===== src/rtl/if_fetch.sv =====
`default_nettype none
// ============================================================================
//  Module   : if_fetch
//  Purpose  : MIPS IF stage - PC, instruction SRAM port, decode-stall hold
//             buffer (built only when IF_HOLD_BUF_EN is defined).
//  Revision : 1.0  initial release
// ============================================================================
module if_fetch #(
    parameter logic [31:0] RESET_PC = 32'hBFC0_0000,
    parameter int          STALL_W  = 6
) (
    input  logic               clk,
    input  logic               rst,
    input  logic [STALL_W-1:0] stall,
    input  logic [32:0]        br_bus,
    output logic [32:0]        if_to_id_bus,
    output logic               inst_sram_en,
    output logic [3:0]         inst_sram_wen,
    output logic [31:0]        inst_sram_addr,
    output logic [31:0]        inst_sram_wdata,
    input  logic [31:0]        inst_sram_rdata,
    output logic [31:0]        id_inst
);

    typedef enum logic [1:0] {
        S_BUBBLE = 2'd0,
        S_PASS   = 2'd1,
        S_HOLD   = 2'd2
    } state_t;

    state_t      r_state;
    logic [31:0] r_pc;
    logic        r_ce;
    logic [31:0] w_next_pc;
    logic        w_id_stall;
    logic        w_id_bub;
    logic        w_id_go;
    logic        w_unused_stall;

    assign w_next_pc  = br_bus[32] ? br_bus[31:0] : r_pc + 32'd4;
    assign w_id_stall = stall[1] & stall[2];
    assign w_id_bub   = stall[1] & ~stall[2];
    assign w_id_go    = ~stall[1];

    // Stages beyond EX do not affect fetch.
    assign w_unused_stall = ^stall[STALL_W-1:3];

    always_ff @(posedge clk or posedge rst) begin
        if (rst) begin
            r_pc <= RESET_PC - 32'd4;
            r_ce <= 1'b0;
        end else if (!stall[0]) begin
            r_pc <= w_next_pc;
            r_ce <= 1'b1;
        end
    end

`ifdef IF_HOLD_BUF_EN
    logic [31:0] r_hold_inst;

    always_ff @(posedge clk or posedge rst) begin
        if (rst) begin
            r_state     <= S_BUBBLE;
            r_hold_inst <= 32'h0;
        end else begin
            case (r_state)
                S_BUBBLE: if (w_id_go && r_ce) r_state <= S_PASS;
                S_PASS: begin
                    if (w_id_stall) begin
                        r_state     <= S_HOLD;
                        r_hold_inst <= inst_sram_rdata;
                    end else if (w_id_bub || (w_id_go && !r_ce)) begin
                        r_state <= S_BUBBLE;
                    end
                end
                S_HOLD: begin
                    if (w_id_go)       r_state <= r_ce ? S_PASS : S_BUBBLE;
                    else if (w_id_bub) r_state <= S_BUBBLE;
                end
                default: r_state <= S_BUBBLE;
            endcase
        end
    end

    always_comb begin
        id_inst = 32'h0;
        case (r_state)
            S_PASS:  id_inst = inst_sram_rdata;
            S_HOLD:  id_inst = r_hold_inst;
            default: id_inst = 32'h0;
        endcase
    end
`else
    // Without the hold buffer a decode stall leaves PASS streaming raw SRAM data.
    always_ff @(posedge clk or posedge rst) begin
        if (rst) begin
            r_state <= S_BUBBLE;
        end else begin
            case (r_state)
                S_BUBBLE: if (w_id_go && r_ce) r_state <= S_PASS;
                S_PASS:   if (w_id_bub || (w_id_go && !r_ce)) r_state <= S_BUBBLE;
                default:  r_state <= S_BUBBLE;
            endcase
        end
    end

    always_comb begin
        id_inst = 32'h0;
        if (r_state == S_PASS) id_inst = inst_sram_rdata;
    end
`endif

    assign if_to_id_bus    = {r_ce, r_pc};
    assign inst_sram_en    = r_ce;
    assign inst_sram_addr  = r_pc;
    assign inst_sram_wen   = 4'b0000;
    assign inst_sram_wdata = 32'h0;

endmodule
`default_nettype wire

===== config.mk =====
export PLATFORM = sky130hd
export DESIGN_NAME = if_fetch
export DESIGN_NICKNAME = d
export VERILOG_FILES = /design/src/rtl/if_fetch.sv
export SDC_FILE = /design/constraint.sdc
export NUM_CORES = 1
export LEC_CHECK = 0
export CELL_PAD_IN_SITES_DETAIL_PLACEMENT = 0
export CELL_PAD_IN_SITES_GLOBAL_PLACEMENT = 1
export CORE_MARGIN = 2
export CORE_UTILIZATION = 22
export CTS_CLUSTER_DIAMETER = 80
export DETAILED_ROUTE_END_ITERATION = 12
export PLACE_DENSITY_LB_ADDON = 0.1
export SLEW_MARGIN = 20
export SYNTH_ARGS = -nofsm -noshare
export SYNTH_HDL_FRONTEND = slang
export SYNTH_SLANG_ARGS = --single-unit

===== constraint.sdc =====
create_clock -name clk -period 2 [get_ports clk]
set_clock_uncertainty 0.1 [all_clocks]
set_input_delay 0.4 -clock clk [delete_from_list [all_inputs] [get_ports clk]]
set_output_delay 0.4 -clock clk [all_outputs]
set_load 0.005 [all_outputs]

==> results.cfg, run 1 <==
[status]
run_status = finished clean

[final_layout]
fin_nets = 598
post-route-util_pct = 39.4
syn_to_final_growth_pct = 76.7
final_cell_area_um2 = 5150
instances_no_fill = 701
drive_above_1_share_pct = 22.9
num_antenna_cells = 0

[synthesis]
synth-adder-area-share_pct = 0.429
synthesized_area_um2 = 2920
synthXorXnorAreaFrac_pct = 0
synthMostInstantiatedCell = sky130_fd_sc_hd__buf_4
synth_top_cells_by_count = sky130_fd_sc_hd__buf_4 (70), sky130_fd_sc_hd__and2_1 (36), sky130_fd_sc_hd__dfstp_2 (28), sky130_fd_sc_hd__nor2_1 (27), sky130_fd_sc_hd__nand2_1 (19)
mux_cell_area_share_after_synthesis_pct = 1.42
synth_async_sr_flop_share_pct = 100
synth_simple_gate_area_share_pct = 26.5
synthDistinctLibCells = 49
combinational_family_with_the_most_area_after_synthesis = simple AND/OR/NAND/NOR gates
synth_warnings = 0
synth-compound-area-share_pct = 19.2
ys_dominant_reg_cell = sky130_fd_sc_hd__dfstp_2
post_synth.cell_area_avg_um2 = 8.55
synth.ff_latch_count = 34
synth-edff-count = 0
ys_seq_area_share_pct = 30.4
netlist_instances = 341
dominant_cell_type_by_area_after_synthesis = sky130_fd_sc_hd__dfstp_2
synthDominantCellAreaShare_pct = 25.2
ys_top_cells_by_area = sky130_fd_sc_hd__dfstp_2 (25%), sky130_fd_sc_hd__buf_4 (18%), sky130_fd_sc_hd__and2_1 (7.7%)

[drt]
finalWirelength_mm = 10.9
drt-wirelength-per-cell_um = 15.6
vias_per_cell = 4.45
ant_nets = 0
drt_drc_violations_left = 0
routed-via-count = 3118
drt_iter0_markers = 127
drt_pre_antenna_iters = 6

[clocking]
worstSkewPairLatency_ns = 0.28
clk_transition_reported_paths_ns = 0.06
cts_root_buf = sky130_fd_sc_hd__clkbuf_16
post_cts_hold_buffer_count = 0
num_cts_buffers = 5
cts_buffer_depth = 2
cts.sink_count = 34
htree_levels = 2
clock_tree_from_tritoncts = built

[sta]
grt_setup_unrepaired = yes
maxClockFrequency_mhz = 510
tns_ns = 0
finalHoldWorstSlack_ns = 0.384
post-route-period-util_pct = 98.1
period_needed_ns = 1.96
setup_ws_ns = 0.0382
finalHoldViolations = 0
final-max-slew-violation-count = 0
report.final.setup_viol = 0

[worst_setup_path]
cp.arrival_ns = 1.46
worst_path_largest_cell_delay_ns = 0.56
required_time_of_the_critical_path_ns = 1.50
crit_path_end_kind = primary output
timing.critical_path.cells = buf_4, clkdlybuf4s50_1
critPathKind = flop to primary output
setup.worst_path.start_class = flop
critPathSlowestCell = sky130_fd_sc_hd__dfstp_2
critPathMaxFanout = 5

[global_route]
grt_util_all_layers_pct = 14.3
grt_pass1_wl_mm = 16.3
grt_max_degree = 35
grt_antenna_before_repair = 0
grt_overflow_total = 0
m1_gr_usage_pct = 17.6
grtUsageMet3_pct = 2.68
grt_pass1_vias = 2981
grt.met2_usage_pct = 25.8
grt-busiest-layer = met2

[die]
io-pin-count = 207
dieArea_um2 = 14200
core_box_area_um2 = 13100
initial_utilization_pct = 22.3
die_height_um = 119
fp-row-count = 42
die_width_um = 119

[hold_path]
hold_path.class = primary input to async pin

[placed_design]
pre_cts_slack_ns = -0.0634
portBuffers = 167
dp_hpwl_mm = 8.14
place_inst = 674
gp_congestion = 0.768
placed_area_um2 = 4680

[power]
vdd_ir_drop_max_uv = 300
power_leakage_nw = 2.51
powerDensity_nw_per_um2 = 580
report.power.total_mw = 2.99

[job]
cap_viol_max_count = 0
[path summary, 6_finish.rpt]
kind                                        start            endpoint  slack (ns)  cells past startpoint
worst max register to register  inst_sram_addr[3]  inst_sram_addr[24]        0.08                      8
min in group clk                inst_sram_addr[1]   inst_sram_addr[1]        0.40                      2
worst min register to register  inst_sram_addr[1]   inst_sram_addr[1]        0.40                      2
worst min-delay path                          rst          r_state[0]        0.38                      3
max in group asynchronous                     rst  inst_sram_addr[15]        1.17                      3
worst max-delay path            inst_sram_addr[7]   inst_sram_addr[7]        0.04                      2
[registers in the layout (all words and copies together) (netlist names)]
name and count:
r_state 1, inst_sram_addr 32, inst_sram_en 1
[layout make-up]
class / instances / area [um2]
Clock buffer: 6 / 139
Fill cell: 1325 / 7930
Multi-Input combinational cell: 247 / 1580
Inverter: 8 / 30.0
Clock inverter: 2 / 12.5
Timing Repair Buffer: 228 / 2290
Sequential cell: 34 / 887
Tap cell: 176 / 220
[cells in the final DEF (no fill, tap or decap), types with 6 or more instances in the layout]
master / Yosys / layout
sky130_fd_sc_hd__buf_6: 0 / 6
sky130_fd_sc_hd__a311oi_1: 7 / 7
sky130_fd_sc_hd__dlymetal6s2s_1: 0 / 34
sky130_fd_sc_hd__conb_1: 1 / 36
sky130_fd_sc_hd__clkdlybuf4s50_1: 0 / 129
sky130_fd_sc_hd__nand2_1: 19 / 19
sky130_fd_sc_hd__a21oi_1: 12 / 12
sky130_fd_sc_hd__nand3_1: 12 / 10
sky130_fd_sc_hd__o22a_1: 6 / 6
sky130_fd_sc_hd__clkbuf_16: 0 / 6
sky130_fd_sc_hd__buf_4: 70 / 51
sky130_fd_sc_hd__and2_1: 36 / 34
sky130_fd_sc_hd__o21ai_0: 15 / 14
sky130_fd_sc_hd__nor2_1: 27 / 27
sky130_fd_sc_hd__dfstp_2: 28 / 28
sky130_fd_sc_hd__a211oi_1: 6 / 6
sky130_fd_sc_hd__inv_1: 8 / 8
[critical path, delay by kind of cell (launching register included)]
kind | cells | cell delay [ns]
buffers and inverters | 2 | 0.62
flip-flops | 1 | 0.56
[what timing repair did]
action	in CTS	in global routing
setup buffers	2	17
endpoints found under the setup margin	21	55
cloned	0	1
pin swaps	1	7
gates resized for setup	11	49
[layer usage]
metal,part of all wire [%],vias up
met2,50,151
met5,0,-
met4,0.71,0
li1,-,1484
met3,7.1,4
met1,42,1479
[kinds of logic (layout without fill, tap and decap cells)]
| kind of cell | count (synthesis) | after routing |
|---|---|---|
| and+or+nand+nor | 127 | 127 |
| buffers and inverters | 95 | 244 |
| DFF | 34 | 34 |
| AOI/OAI and AO/OA | 79 | 79 |
| muxes | 4 | 4 |
| other | 1 | 36 |
| adders and majority gates | 1 | 1 |
[power breakdown]
group	internal, mW	switching (mW)	total [mW]
registers	0.849	0.138	0.987
clock network	0.493	0.307	0.800
logic	0.756	0.447	1.20
total	2.10	0.892	2.99
Power figures use the tool's default switching activity.
==> inputs of run 2 (changes only) <==
GPL_TIMING_DRIVEN = 0   (was default)
HOLD_SLACK_MARGIN = 0.05   (was default)
==> results.cfg, run 2 (synthesis results as in run 1) <==
[status]
run_status = finished clean

[final_layout]
post-route-util_pct = 42.9
fin_nets = 672
final_cell_area_um2 = 5620
largest_register_ff_count = 32
drive_above_1_share_pct = 32.7
syn_to_final_growth_pct = 92.6
most_common_cell_after_layout_fill_and_taps_aside = sky130_fd_sc_hd__clkdlybuf4s50_1
most_frequent_cells_in_the_layout = sky130_fd_sc_hd__clkdlybuf4s50_1 (121), sky130_fd_sc_hd__buf_4 (110), sky130_fd_sc_hd__conb_1 (36), sky130_fd_sc_hd__and2_1 (34), sky130_fd_sc_hd__dlygate4sd2_1 (34)
num_antenna_cells = 0

[die]
die_width_um = 119
core_box_area_um2 = 13100
io-pin-count = 207
initial_utilization_pct = 22.3
dieArea_um2 = 14200
fp-row-count = 42
die_height_um = 119

[placed_design]
gp_congestion = 0.805
placed_area_um2 = 4960
portBuffers = 166
dp_hpwl_mm = 8.72
pre_cts_slack_ns = -0.592

[power]
power_leakage_nw = 2.62
vdd_ir_drop_max_uv = 259
powerDensity_nw_per_um2 = 563

[sta]
final-max-slew-violation-count = 0
setup_ws_ns = 0.00537
report.final.setup_viol = 0
finalHoldWorstSlack_ns = 0.364
maxSlewHeadroom_pct = 58.7
post-route-period-util_pct = 99.7
period_needed_ns = 1.99
finalHoldViolations = 0
worst_pin_slew_ns = 0.619
grt_setup_unrepaired = yes
maxClockFrequency_mhz = 501

[drt]
drt_iter0_markers = 126
routed-via-count = 3348
drt_pre_antenna_iters = 6
vias_per_cell = 4.32
drt_drc_violations_left = 0
finalWirelength_mm = 11.9
drt-wirelength-per-cell_um = 15.3
ant_nets = 0

[global_route]
grt_antenna_before_repair = 0
grt_pass1_wl_mm = 18.5
grt_max_degree = 19
grt_util_all_layers_pct = 16.4
grt_pass1_vias = 3284
grt_overflow_total = 0

[hold_path]
hold_path.class = primary input to async pin

[worst_setup_path]
required_time_of_the_critical_path_ns = 1.50
cp.arrival_ns = 1.49
timing.critical_path.cells = buf_4, clkdlybuf4s50_1
r2r_cells = 7
setup.worst_path.start_class = flop
crit_path_end_kind = primary output
critPathMaxFanout = 7
critPathSlowestCell = sky130_fd_sc_hd__dfstp_2
worst_path_largest_cell_delay_ns = 0.61
critPathKind = flop to primary output

[clocking]
clock_tree_from_tritoncts = built
num_cts_buffers = 5
worstSkewPairLatency_ns = 0.28
clk_transition_reported_paths_ns = 0.06
post_cts_hold_buffer_count = 0
cts.sink_count = 34
htree_levels = 2
cts_buffer_depth = 2
cts_root_buf = sky130_fd_sc_hd__clkbuf_16

[job]
cap_viol_max_count = 0
## run 2: metal layers
layer	up-vias	track usage [%]	share of wire [%]
li1	1629	-	-
met1	1578	20.1	42
met2	134	29.3	50
met3	7	3.50	7.1
met4	0	3.57	1.0
met5	-	0	0
## run 2: final timing paths
path / start / endpoint / slack (ns)
setup / recovery: inst_sram_addr[5] / inst_sram_addr[5] / 0.005
hold / removal: rst / inst_sram_addr[0] / 0.36
setup reg to reg: inst_sram_addr[2] / inst_sram_addr[18] / 0.02
hold reg to reg: inst_sram_addr[1] / inst_sram_addr[1] / 0.40
max in group asynchronous: rst / inst_sram_addr[15] / 0.90
min in group clk: inst_sram_addr[1] / inst_sram_addr[1] / 0.40
## run 2: report_power, final
part / switching [mW] / internal [mW] / leakage (nW) / total (mW)
Sequential: 0.147 / 0.850 / 0.361 / 0.997
Combinational: 0.499 / 0.909 / 2.19 / 1.41
Clock: 0.296 / 0.464 / 0.0652 / 0.759
## run 2: per-stage QoR
step | std cells | power (mW) | setup TNS (ns)
finish | 775 | 3.16 | 0
global route | 775 | 3.35 | -0.149
CTS | 760 | 3.12 | -0.0579
detailed placement | 719 | 2.25 | -10.42
global placement | 718 | 2.24 | -11.67
floorplan | 376 | 1.52 | 0
## run 2: what timing repair did
action / in CTS / in global routing
endpoints found under the setup margin: 62 / 41
setup buffers: 30 / 15
gates cloned: 3 / 0
resized for setup: 62 / 40
pin swaps: 7 / 14
## run 2: layout make-up
cell class              count  area, um2
well taps                 176        220
plain buffers              87        667
flip-flops and latches     34        887
clock buffers               8        136
multi-input cells         247       1610
inverters                   8       30.0
repair buffers            215       2060
fillers                  1318       7470
## run 2: critical path, delay by kind of cell (launching register included)
| kind | cells | cell delay, ns |
|---|---|---|
| buf+inv | 2 | 0.61 |
| flops | 1 | 0.61 |
==> inputs of run 3 (changes only) <==
ABC_AREA = 1   (was default)
CORE_UTILIZATION = 21   (was 22)
==> results.cfg, run 3 <==
[power]
powerDensity_nw_per_um2 = 602
power.share.switching_pct = 29.7
vdd_ir_drop_max_uv = 300
intPower_mw = 2.48
power_leakage_nw = 3.34
power_frac_clock_pct = 30.7
seq_power_share_pct = 27.7
comb_power_share_pct = 41.5
power.switching_mw = 1.05

[clocking]
cts_buffer_depth = 2
cts.sink_count = 34
clock_tree_from_tritoncts = built
post_cts_hold_buffer_count = 0
htree_levels = 2
num_cts_buffers = 5
worstSkewPairLatency_ns = 0.29
clk_transition_reported_paths_ns = 0.06
cts_root_buf = sky130_fd_sc_hd__clkbuf_16

[global_route]
grt_pass1_vias = 3539
grt_pass1_wl_mm = 18.6
grt_util_all_layers_pct = 14.4
grt_overflow_total = 0
grt_max_degree = 20
grt_antenna_before_repair = 0

[worst_setup_path]
crit_path_from = inst_sram_addr[6]
critPathKind = flop to primary output
worst_path_largest_cell_delay_ns = 0.58
required_time_of_the_critical_path_ns = 1.50
critPathSlowestCell = sky130_fd_sc_hd__dfstp_2
critPathMaxFanout = 5
cp.arrival_ns = 1.46
timing.critical_path.cells = buf_4, clkdlybuf4s50_1
crit_path_end_kind = primary output
setup.worst_path.start_class = flop
worstReg2RegStart = inst_sram_addr[2]

[synthesis]
synthMostInstantiatedCell = sky130_fd_sc_hd__nand2_1
synth_warnings = 0
ys_dominant_reg_cell = sky130_fd_sc_hd__dfstp_2
synth-edff-count = 0
netlist_instances = 524
synth.ff_latch_count = 34
synth_top_cells_by_count = sky130_fd_sc_hd__nand2_1 (192), sky130_fd_sc_hd__buf_4 (69), sky130_fd_sc_hd__inv_1 (65), sky130_fd_sc_hd__nor2_1 (54), sky130_fd_sc_hd__nand3_1 (40)
synthDistinctLibCells = 34
dominant_cell_type_by_area_after_synthesis = sky130_fd_sc_hd__dfstp_2
synth_async_sr_flop_share_pct = 100
ys_top_cells_by_area = sky130_fd_sc_hd__dfstp_2 (23%), sky130_fd_sc_hd__nand2_1 (22%), sky130_fd_sc_hd__buf_4 (16%)
synthDominantCellAreaShare_pct = 22.7
post_synth.cell_area_avg_um2 = 6.19
synthesized_area_um2 = 3240
ys_seq_area_share_pct = 27.3

[die]
fp-row-count = 45
dieArea_um2 = 16400
die_width_um = 128
die_height_um = 128
initial_utilization_pct = 21.4
io-pin-count = 207
core_box_area_um2 = 15100

[placed_design]
place_inst = 915
dp_hpwl_mm = 9.46
gp_congestion = 0.778
portBuffers = 167

[final_layout]
num_antenna_cells = 0
instances_no_fill = 947
drive_above_1_share_pct = 22.1
post-route-util_pct = 38.6
fin_nets = 832
most_common_cell_after_layout_fill_and_taps_aside = sky130_fd_sc_hd__nand2_1
fillerInstances = 1649
syn_to_final_growth_pct = 80.4
largest_register_ff_count = 32
most_frequent_cells_in_the_layout = sky130_fd_sc_hd__nand2_1 (192), sky130_fd_sc_hd__clkdlybuf4s50_1 (124), sky130_fd_sc_hd__buf_4 (94), sky130_fd_sc_hd__inv_1 (64), sky130_fd_sc_hd__nor2_1 (51)

[drt]
drt-wirelength-per-cell_um = 12.9
drt_iter0_markers = 161
finalWirelength_mm = 12.3
routed-via-count = 3788
vias_per_cell = 4.00
ant_nets = 0
drt_pre_antenna_iters = 4
drt_drc_violations_left = 0

[sta]
report.final.setup_viol = 0
finalHoldViolations = 0
final-max-slew-violation-count = 0
post-route-period-util_pct = 98.2
period_needed_ns = 1.96
worst_pin_slew_ns = 0.759
grt_setup_unrepaired = no
maxClockFrequency_mhz = 509
tns_ns = 0
maxSlewHeadroom_pct = 49.4

[job]
cap_viol_max_count = 0

[status]
run_status = finished clean

[hold_path]
hold_path.class = primary input to async pin
[run 3: changes by cell type after synthesis, moves of 27 or more]
cell / before / now
sky130_fd_sc_hd__nand2_1: 19 / 192
sky130_fd_sc_hd__inv_1: 8 / 65
sky130_fd_sc_hd__and2_1: 36 / 0
sky130_fd_sc_hd__nand3_1: 12 / 40
sky130_fd_sc_hd__nor2_1: 27 / 54
[run 3: worst max-delay path, delay by kind of cell (launching register included)]
family                 cells  cell delay, ns
buffers and inverters      2            0.59
flip-flops                 1            0.58
[run 3: area by class of cell]
type	count	area, um2	share of cell area [%]
buffer	81	621	10.6
clock buffer	6	139	2.37
clock inverter	2	60.1	1.03
inverter	69	259	4.43
multi-input combinational	373	1650	28.2
sequential	34	887	15.2
tap	188	235	4.02
timing repair buffer	194	2000	34.2
[run 3: kinds of logic after synthesis]
kind of cell | share of synthesized area, %
other | 0.116
AO/OA/AOI/OAI | 5.98
flip-flops | 27.3
AND/OR/NAND/NOR | 39.2
adder cells (fa/ha/maj) | 0.386
buffers and inverters | 26.4
XOR/XNOR | 0.540
[run 3: per-layer routing]
metal | vias to the layer above | part of all wire (%) | track usage (%)
met5 | - | 0 | 0
met4 | 0 | 1.1 | 2.84
met3 | 8 | 8.0 | 3.30
met2 | 139 | 47 | 24.9
met1 | 1686 | 44 | 18.2
li1 | 1955 | - | -
[run 3: worst paths after layout]
path                                 endpoint  slack [ns]  cells past startpoint
setup reg to reg           inst_sram_addr[30]        0.15                     10
hold reg to reg            inst_sram_addr[21]        0.40                      2
setup / recovery            inst_sram_addr[6]        0.04                      2
max in group asynchronous  inst_sram_addr[21]        0.95                      3
min in group clk           inst_sram_addr[21]        0.40                      2
hold / removal             inst_sram_addr[22]        0.33                      2
[run 3: what timing repair did]
action / 4_1_cts / 5_1_grt
endpoints found under the setup margin: 45 / 55
endpoints found under the hold margin: 0 / 0
setup buffers: 17 / 9
gates cloned: 0 / 0
resized for setup: 11 / 51
pin swaps: 0 / 1
[run 3: power groups by stage]
stage	logic, mW	clock network (mW)	registers, mW
after global routing	1.61	1.13	1.00
final	1.46	1.08	0.977
after CTS	1.44	1.11	0.991
after floorplan	0.605	0	0.995
after global placement	1.30	0	1.05
after detailed placement	1.31	0	1.05
[run 3: per-stage QoR]
step                      total power [mW]  cell area, um2  hold slack (ns)  setup WS [ns]
final                                 3.52            5850            0.334         0.0358
after global routing                  3.74            5850            0.378        0.00401
after CTS                             3.54            5660            0.351        0.00105
after detailed placement              2.36            5310            0.394         -0.174
after global placement                2.35            5280            0.378         -0.192
after floorplan                       1.60            3370            0.376          0.362
